File: src/rtl/hazard_ctrl_pkg.sv
// Shared encodings for the pipeline hazard controller: forwarding selects,
// controller state codes and the forwarding priority helper.
package hazard_ctrl_pkg;

    localparam logic [1:0] FWD_RF = 2'b00;
    localparam logic [1:0] FWD_WB = 2'b01;
    localparam logic [1:0] FWD_EX = 2'b10;

    typedef enum logic [1:0] {
        HZ_RUN = 2'b00,
        HZ_LU  = 2'b01,
        HZ_MEM = 2'b10
    } hz_state_e;

    // The younger producer (EX/MEM) always shadows an older one in MEM/WB.
    function automatic logic [1:0] fwd_select(input logic ex_hit, input logic wb_hit);
        if (ex_hit) begin
            return FWD_EX;
        end
        if (wb_hit) begin
            return FWD_WB;
        end
        return FWD_RF;
    endfunction

endpackage

File: src/rtl/hazard_ctrl_fwd_unit.sv
// Combinational ALU-operand forwarding compare for the EX stage.
// Register 0 is hard-wired to zero and is never a forwarding source.
module hazard_ctrl_fwd_unit
    import hazard_ctrl_pkg::*;
#(
    parameter int REG_AW = 5
) (
    input  logic [REG_AW-1:0] idex_rs,
    input  logic [REG_AW-1:0] idex_rt,
    input  logic              ex_regwrite,
    input  logic [REG_AW-1:0] ex_dest,
    input  logic              wb_regwrite,
    input  logic [REG_AW-1:0] wb_dest,
    output logic [1:0]        fwd_a,
    output logic [1:0]        fwd_b
);

    logic ex_valid;
    logic wb_valid;
    logic ex_hit_a;
    logic ex_hit_b;
    logic wb_hit_a;
    logic wb_hit_b;

    always_comb begin
        ex_valid = ex_regwrite & (ex_dest != '0);
        wb_valid = wb_regwrite & (wb_dest != '0);
        ex_hit_a = ex_valid & (ex_dest == idex_rs);
        ex_hit_b = ex_valid & (ex_dest == idex_rt);
        wb_hit_a = wb_valid & (wb_dest == idex_rs);
        wb_hit_b = wb_valid & (wb_dest == idex_rt);
        fwd_a    = fwd_select(ex_hit_a, wb_hit_a);
        fwd_b    = fwd_select(ex_hit_b, wb_hit_b);
    end

endmodule

File: src/rtl/hazard_ctrl.sv
// Pipeline sequencing controller: shadows the destination/write-control bits of
// each stage and derives stalls, bubbles, memory freeze, forwarding and WB bypass.
module hazard_ctrl
    import hazard_ctrl_pkg::*;
#(
    parameter int REG_AW = 5,
    parameter int CNT_W  = 16
) (
    input  logic              clock,
    input  logic              reset,
    input  logic [REG_AW-1:0] ifid_rs,
    input  logic [REG_AW-1:0] ifid_rt,
    input  logic [REG_AW-1:0] ifid_rd,
    input  logic              id_uses_rt,
    input  logic              id_regwrite,
    input  logic              id_memread,
    input  logic              id_memwrite,
    input  logic              id_regdest,
    input  logic              dmem_ready,
    output logic              pc_write,
    output logic              ifid_write,
    output logic              pipe_en,
    output logic              idex_bubble,
    output logic [1:0]        fwd_a,
    output logic [1:0]        fwd_b,
    output logic              wb_byp_a,
    output logic              wb_byp_b,
    output logic [1:0]        hz_state,
    output logic [CNT_W-1:0]  stall_cnt
);

    logic [REG_AW-1:0] idex_rs_q,   idex_rs_d;
    logic [REG_AW-1:0] idex_rt_q,   idex_rt_d;
    logic [REG_AW-1:0] idex_dest_q, idex_dest_d;
    logic              idex_regwrite_q, idex_regwrite_d;
    logic              idex_memread_q,  idex_memread_d;
    logic              idex_memwrite_q, idex_memwrite_d;

    logic [REG_AW-1:0] ex_dest_q, ex_dest_d;
    logic              ex_regwrite_q, ex_regwrite_d;
    logic              ex_memread_q,  ex_memread_d;
    logic              ex_memwrite_q, ex_memwrite_d;

    logic [REG_AW-1:0] wb_dest_q, wb_dest_d;
    logic              wb_regwrite_q, wb_regwrite_d;

    hz_state_e         hz_state_q, hz_state_d;
    logic [CNT_W-1:0]  stall_cnt_q, stall_cnt_d;

    logic [REG_AW-1:0] id_dest;
    logic              mem_busy;
    logic              lu_stall;

    assign id_dest = id_regdest ? ifid_rd : ifid_rt;

    // Memory freeze dominates; a load-use hazard is only acted on once memory is free.
    always_comb begin
        mem_busy    = (ex_memread_q | ex_memwrite_q) & ~dmem_ready;
        lu_stall    = idex_memread_q & (idex_dest_q != '0) &
                      ((idex_dest_q == ifid_rs) | (id_uses_rt & (idex_dest_q == ifid_rt)));
        pc_write    = 1'b1;
        ifid_write  = 1'b1;
        pipe_en     = 1'b1;
        idex_bubble = 1'b0;
        hz_state_d  = HZ_RUN;
        if (mem_busy) begin
            pc_write   = 1'b0;
            ifid_write = 1'b0;
            pipe_en    = 1'b0;
            hz_state_d = HZ_MEM;
        end else if (lu_stall) begin
            pc_write    = 1'b0;
            ifid_write  = 1'b0;
            idex_bubble = 1'b1;
            hz_state_d  = HZ_LU;
        end
    end

    // A bubble clears the whole ID/EX slot so it can never look like a forwarding consumer.
    always_comb begin
        idex_rs_d       = idex_rs_q;
        idex_rt_d       = idex_rt_q;
        idex_dest_d     = idex_dest_q;
        idex_regwrite_d = idex_regwrite_q;
        idex_memread_d  = idex_memread_q;
        idex_memwrite_d = idex_memwrite_q;
        ex_dest_d       = ex_dest_q;
        ex_regwrite_d   = ex_regwrite_q;
        ex_memread_d    = ex_memread_q;
        ex_memwrite_d   = ex_memwrite_q;
        wb_dest_d       = wb_dest_q;
        wb_regwrite_d   = wb_regwrite_q;
        if (pipe_en) begin
            wb_dest_d     = ex_dest_q;
            wb_regwrite_d = ex_regwrite_q;
            ex_dest_d     = idex_dest_q;
            ex_regwrite_d = idex_regwrite_q;
            ex_memread_d  = idex_memread_q;
            ex_memwrite_d = idex_memwrite_q;
            if (idex_bubble) begin
                idex_rs_d       = '0;
                idex_rt_d       = '0;
                idex_dest_d     = '0;
                idex_regwrite_d = 1'b0;
                idex_memread_d  = 1'b0;
                idex_memwrite_d = 1'b0;
            end else begin
                idex_rs_d       = ifid_rs;
                idex_rt_d       = ifid_rt;
                idex_dest_d     = id_dest;
                idex_regwrite_d = id_regwrite;
                idex_memread_d  = id_memread;
                idex_memwrite_d = id_memwrite;
            end
        end
    end

    always_comb begin
        stall_cnt_d = stall_cnt_q;
        if (!pc_write && (stall_cnt_q != '1)) begin
            stall_cnt_d = stall_cnt_q + CNT_W'(1);
        end
    end

    // Updates on the falling edge to line up with the data_path pipeline registers.
    always_ff @(negedge clock) begin
        if (reset) begin
            idex_rs_q       <= '0;
            idex_rt_q       <= '0;
            idex_dest_q     <= '0;
            idex_regwrite_q <= 1'b0;
            idex_memread_q  <= 1'b0;
            idex_memwrite_q <= 1'b0;
            ex_dest_q       <= '0;
            ex_regwrite_q   <= 1'b0;
            ex_memread_q    <= 1'b0;
            ex_memwrite_q   <= 1'b0;
            wb_dest_q       <= '0;
            wb_regwrite_q   <= 1'b0;
            hz_state_q      <= HZ_RUN;
            stall_cnt_q     <= '0;
        end else begin
            idex_rs_q       <= idex_rs_d;
            idex_rt_q       <= idex_rt_d;
            idex_dest_q     <= idex_dest_d;
            idex_regwrite_q <= idex_regwrite_d;
            idex_memread_q  <= idex_memread_d;
            idex_memwrite_q <= idex_memwrite_d;
            ex_dest_q       <= ex_dest_d;
            ex_regwrite_q   <= ex_regwrite_d;
            ex_memread_q    <= ex_memread_d;
            ex_memwrite_q   <= ex_memwrite_d;
            wb_dest_q       <= wb_dest_d;
            wb_regwrite_q   <= wb_regwrite_d;
            hz_state_q      <= hz_state_d;
            stall_cnt_q     <= stall_cnt_d;
        end
    end

    hazard_ctrl_fwd_unit #(
        .REG_AW(REG_AW)
    ) u_fwd_unit (
        .idex_rs     (idex_rs_q),
        .idex_rt     (idex_rt_q),
        .ex_regwrite (ex_regwrite_q),
        .ex_dest     (ex_dest_q),
        .wb_regwrite (wb_regwrite_q),
        .wb_dest     (wb_dest_q),
        .fwd_a       (fwd_a),
        .fwd_b       (fwd_b)
    );

    assign wb_byp_a  = wb_regwrite_q & (wb_dest_q != '0) & (wb_dest_q == ifid_rs);
    assign wb_byp_b  = wb_regwrite_q & (wb_dest_q != '0) & (wb_dest_q == ifid_rt);
    assign hz_state  = hz_state_q;
    assign stall_cnt = stall_cnt_q;

endmodule

File: config.mk
export PLATFORM = sky130hd
export DESIGN_NAME = hazard_ctrl
export DESIGN_NICKNAME = d
export VERILOG_FILES = /design/src/rtl/hazard_ctrl_pkg.sv /design/src/rtl/hazard_ctrl_fwd_unit.sv /design/src/rtl/hazard_ctrl.sv
export SDC_FILE = /design/constraint.sdc
export NUM_CORES = 1
export LEC_CHECK = 0
export CAP_MARGIN = 20
export CORE_ASPECT_RATIO = 1.75
export CORE_MARGIN = 3
export CORE_UTILIZATION = 45
export CTS_CLUSTER_SIZE = 14
export DETAILED_ROUTE_END_ITERATION = 8
export GPL_TIMING_DRIVEN = 1
export MAX_ROUTING_LAYER = met4
export PLACE_DENSITY_LB_ADDON = 0.08
export SKIP_CTS_REPAIR_TIMING = 1
export SLEW_MARGIN = 0
export SYNTH_ARGS = -nofsm -noshare
export SYNTH_HDL_FRONTEND = slang
export SYNTH_HIERARCHICAL = 1
export SYNTH_SLANG_ARGS = --single-unit
File: constraint.sdc
create_clock -name clock -period 2.6 [get_ports clock]
set_clock_uncertainty 0.2 [all_clocks]
set_input_delay 0.65 -clock clock [delete_from_list [all_inputs] [get_ports clock]]
set_output_delay 0.65 -clock clock [all_outputs]
set_load 0.02 [all_outputs]
==> results.py <==
metrics = {
    "outcome": {
        "status": "finished with violations",
        "violations": "setup timing",
    },
    "yosys": {
        "avgSynthCellArea_um2": 8.321,
        "synth_common_cells": "55 x nand2_1, 50 x dfxtp_1, 38 x a21oi_1",
        "ys_warn_count": 6,
        "yosysTopAreaCellShare_pct": 37.24,
        "synth_area_um2": 2688,
        "synthDistinctLibCells": 46,
        "ys.flop_type": "dfxtp_1",
        "syn_inst": 323,
        "synth_fp_nets": 347,
        "synth_area_leaders": "dfxtp_1 37%, xnor2_1 11%, nand2_1 7.7%, a21oi_1 7.1%, nand3_1 5.8%",
        "synth_top_area_cell": "dfxtp_1",
        "synth.most_common_cell": "nand2_1",
        "synth-edff-count": 0,
        "async_reset_ff_share_pct": 0,
        "ys_ff_latch": 50,
        "synth-seq-area-share_pct": 37.24,
    },
    "final_layout": {
        "num_antenna_cells": 0,
        "area_growth_pct": 69.32,
        "drive_gt1_share_pct": 44.38,
        "final_cell_area_um2": 4551,
        "layout.nets": 521,
        "stdcell_count": 574,
    },
    "critical_path": {
        "path_class": "register to output port",
        "cp_max_fo": 4,
        "arrival_ps": 3170,
        "critPathMaxStageDelay_ps": 540,
        "path_cells": "or4_4 -> o21a_1 -> a21o_1 -> inv_2 -> buf_4",
        "start_kind": "register",
        "cp-end-kind": "output port",
        "crit_required_ps": 1750,
        "cpMaxStageDelayCell": "or4_4",
    },
    "power_and_ir_drop": {
        "power.total_mw": 2.154,
        "power_density_nw_per_um2": 473.4,
        "p_leak_nw": 2.130,
        "peakVddDrop_v": 0.0003602,
    },
    "cts": {
        "path_clk_slew_ps": 60,
        "insertion_delay_ps": 390,
        "numCtsBuffers": 5,
        "clockBufferDepth": 2,
        "h-tree-depth": 2,
        "cts_root_buffer": "clkbuf_8",
        "clock-sinks": 50,
        "cts_tree": "done",
    },
    "floorplanning": {
        "die_w_um": 64.42,
        "core_area_um2": 5675,
        "die_h_um": 108.2,
        "ios": 51,
        "dieArea_um2": 6973,
        "rows": 36,
        "initial_core_util_pct": 47.35,
    },
    "placed_design": {
        "io_buffers": 50,
        "dp_slack_ps": -1539,
        "dpl.cell_count": 500,
        "hpwl_um": 5909,
        "placed_area_um2": 3904,
        "gp_congestion": 0.8674,
    },
    "sta": {
        "slew_violations": 0,
        "setup_ws_ps": -1418,
        "worst_pin_slew_ps": 310.6,
        "fin_hold_ws_ps": 251.4,
        "slew_headroom_pct": 79.14,
        "hold_viol_final": 0,
        "finalSetupViolCount": 78,
        "rsz0062_at_grt": "yes",
    },
    "routing": {
        "drt_iter0_markers": 190,
        "vias_per_cell": 5.321,
        "routed_wl_um": 9072,
        "drc_errors": 0,
        "routedWlPerCell_um": 15.80,
        "antenna_left": 0,
        "vias": 3054,
        "first_pass_iters": 5,
    },
    "global_route": {
        "antenna_found_initial": 0,
        "grt_pass1_wl_um": 13360,
        "grt_max_degree": 32,
        "track_usage_pct": 25.08,
        "grt_pass1_vias": 3125,
        "grt_overflow_total": 0,
    },
    "flow_run": {
        "maxCapViolCount": 0,
    },
    "worst_hold_path": {
        "hold_path_class": "register to register",
    },
}
registers in the layout (all words and copies together) (netlist names), 2 cells and up:
name / cells
idex_dest_q: 5
idex_rs_q: 5
ex_dest_q: 5
idex_rt_q: 5
stall_cnt: 16
wb_dest_q: 5
hz_state: 2
routing by layer:
layer | vias to the layer above | track usage [%] | part of all wire, %
met5 | - | - | 0
met4 | 0 | 15.89 | 3.7
met3 | 32 | 5.301 | 4.5
met2 | 123 | 45.56 | 56
met1 | 1452 | 23.41 | 35
li1 | 1447 | - | -
where the power goes:
group | total [mW] | internal, mW | switching (mW)
sequential | 0.843 | 0.805 | 0.0382
combinational | 0.469 | 0.243 | 0.226
clock | 0.842 | 0.305 | 0.537
kinds of logic (layout without fill, tap and decap cells):
logic type | count (synthesis) | after routing | share of synthesized area [%]
buffers and inverters | 25 | 200 | 4.516
xor gates and xnor gates | 47 | 47 | 15.32
adders and majority gates | 1 | 1 | 0.4655
AOI/OAI and AO/OA | 51 | 51 | 12.20
and+or+nand+nor | 141 | 141 | 26.82
DFF | 50 | 50 | 37.24
muxes | 8 | 8 | 3.445
area by class of cell:
cell class                 instances  area [µm²]
multi-input combinational        248        1848
timing repair buffer             137        1252
fill                             387        1125
sequential                        50        1041
clock inverter                    53       221.5
tap                               76       95.09
clock buffer                       5       68.82
inverter                           5       23.77
cells in the final DEF, fill, tap and decap left out, types with 3 or more instances in the layout:
| master | Yosys | layout |
|---|---|---|
| a21oi_1 | 38 | 36 |
| buf_4 | 3 | 84 |
| dfxtp_2 | 0 | 29 |
| o21ai_4 | 1 | 3 |
| nor4_4 | 0 | 6 |
| nand4_1 | 6 | 6 |
| nand2_2 | 0 | 11 |
| and3_1 | 5 | 5 |
| nand3_1 | 31 | 21 |
| nand2_1 | 55 | 44 |
| nand3_2 | 2 | 12 |
| clkdlybuf4s50_1 | 0 | 14 |
| or4_4 | 1 | 3 |
| dlymetal6s2s_1 | 0 | 8 |
| a21o_1 | 3 | 3 |
| inv_1 | 4 | 53 |
| dfxtp_1 | 50 | 20 |
| buf_6 | 2 | 25 |
| xnor2_1 | 34 | 27 |
| clkbuf_8 | 0 | 5 |
| xnor2_2 | 0 | 7 |
| xor2_1 | 13 | 13 |
| mux2_2 | 5 | 5 |
| nor2_1 | 15 | 12 |
worst max-delay path, delay by kind of cell (launching register included):
family	cells	cell delay (ps)
and+or+nand+nor	1	540
AOI/OAI and AO/OA	2	390
DFF	1	330
buffers and inverters	2	220
stage by stage:
step	TNS, ps	util (%)
6_report	-51450	80.18
5_1_grt	-56540	80.18
4_1_cts	-74770	73.83
3_5_place_dp	-82640	68.78
3_3_place_gp	-80760	68.78
2_1_floorplan	-32700	-
worst paths after layout:
| path | from | end | slack (ps) | depth (start not counted) |
|---|---|---|---|---|
| min reg2reg | ex_memwrite_q$_SDFFE_NP0N_ | ex_memwrite_q$_SDFFE_NP0N_ | 250 | 2 |
| max | idex_dest_q[4]$_SDFFE_NP0N_ | ifid_write | -1420 | 5 |
| max reg2reg | idex_dest_q[4]$_SDFFE_NP0N_ | stall_cnt[10]$_SDFFE_NP0P_ | 400 | 7 |
| min | ex_memwrite_q$_SDFFE_NP0N_ | ex_memwrite_q$_SDFFE_NP0N_ | 250 | 2 |
(Power assumes the default switching activity.)
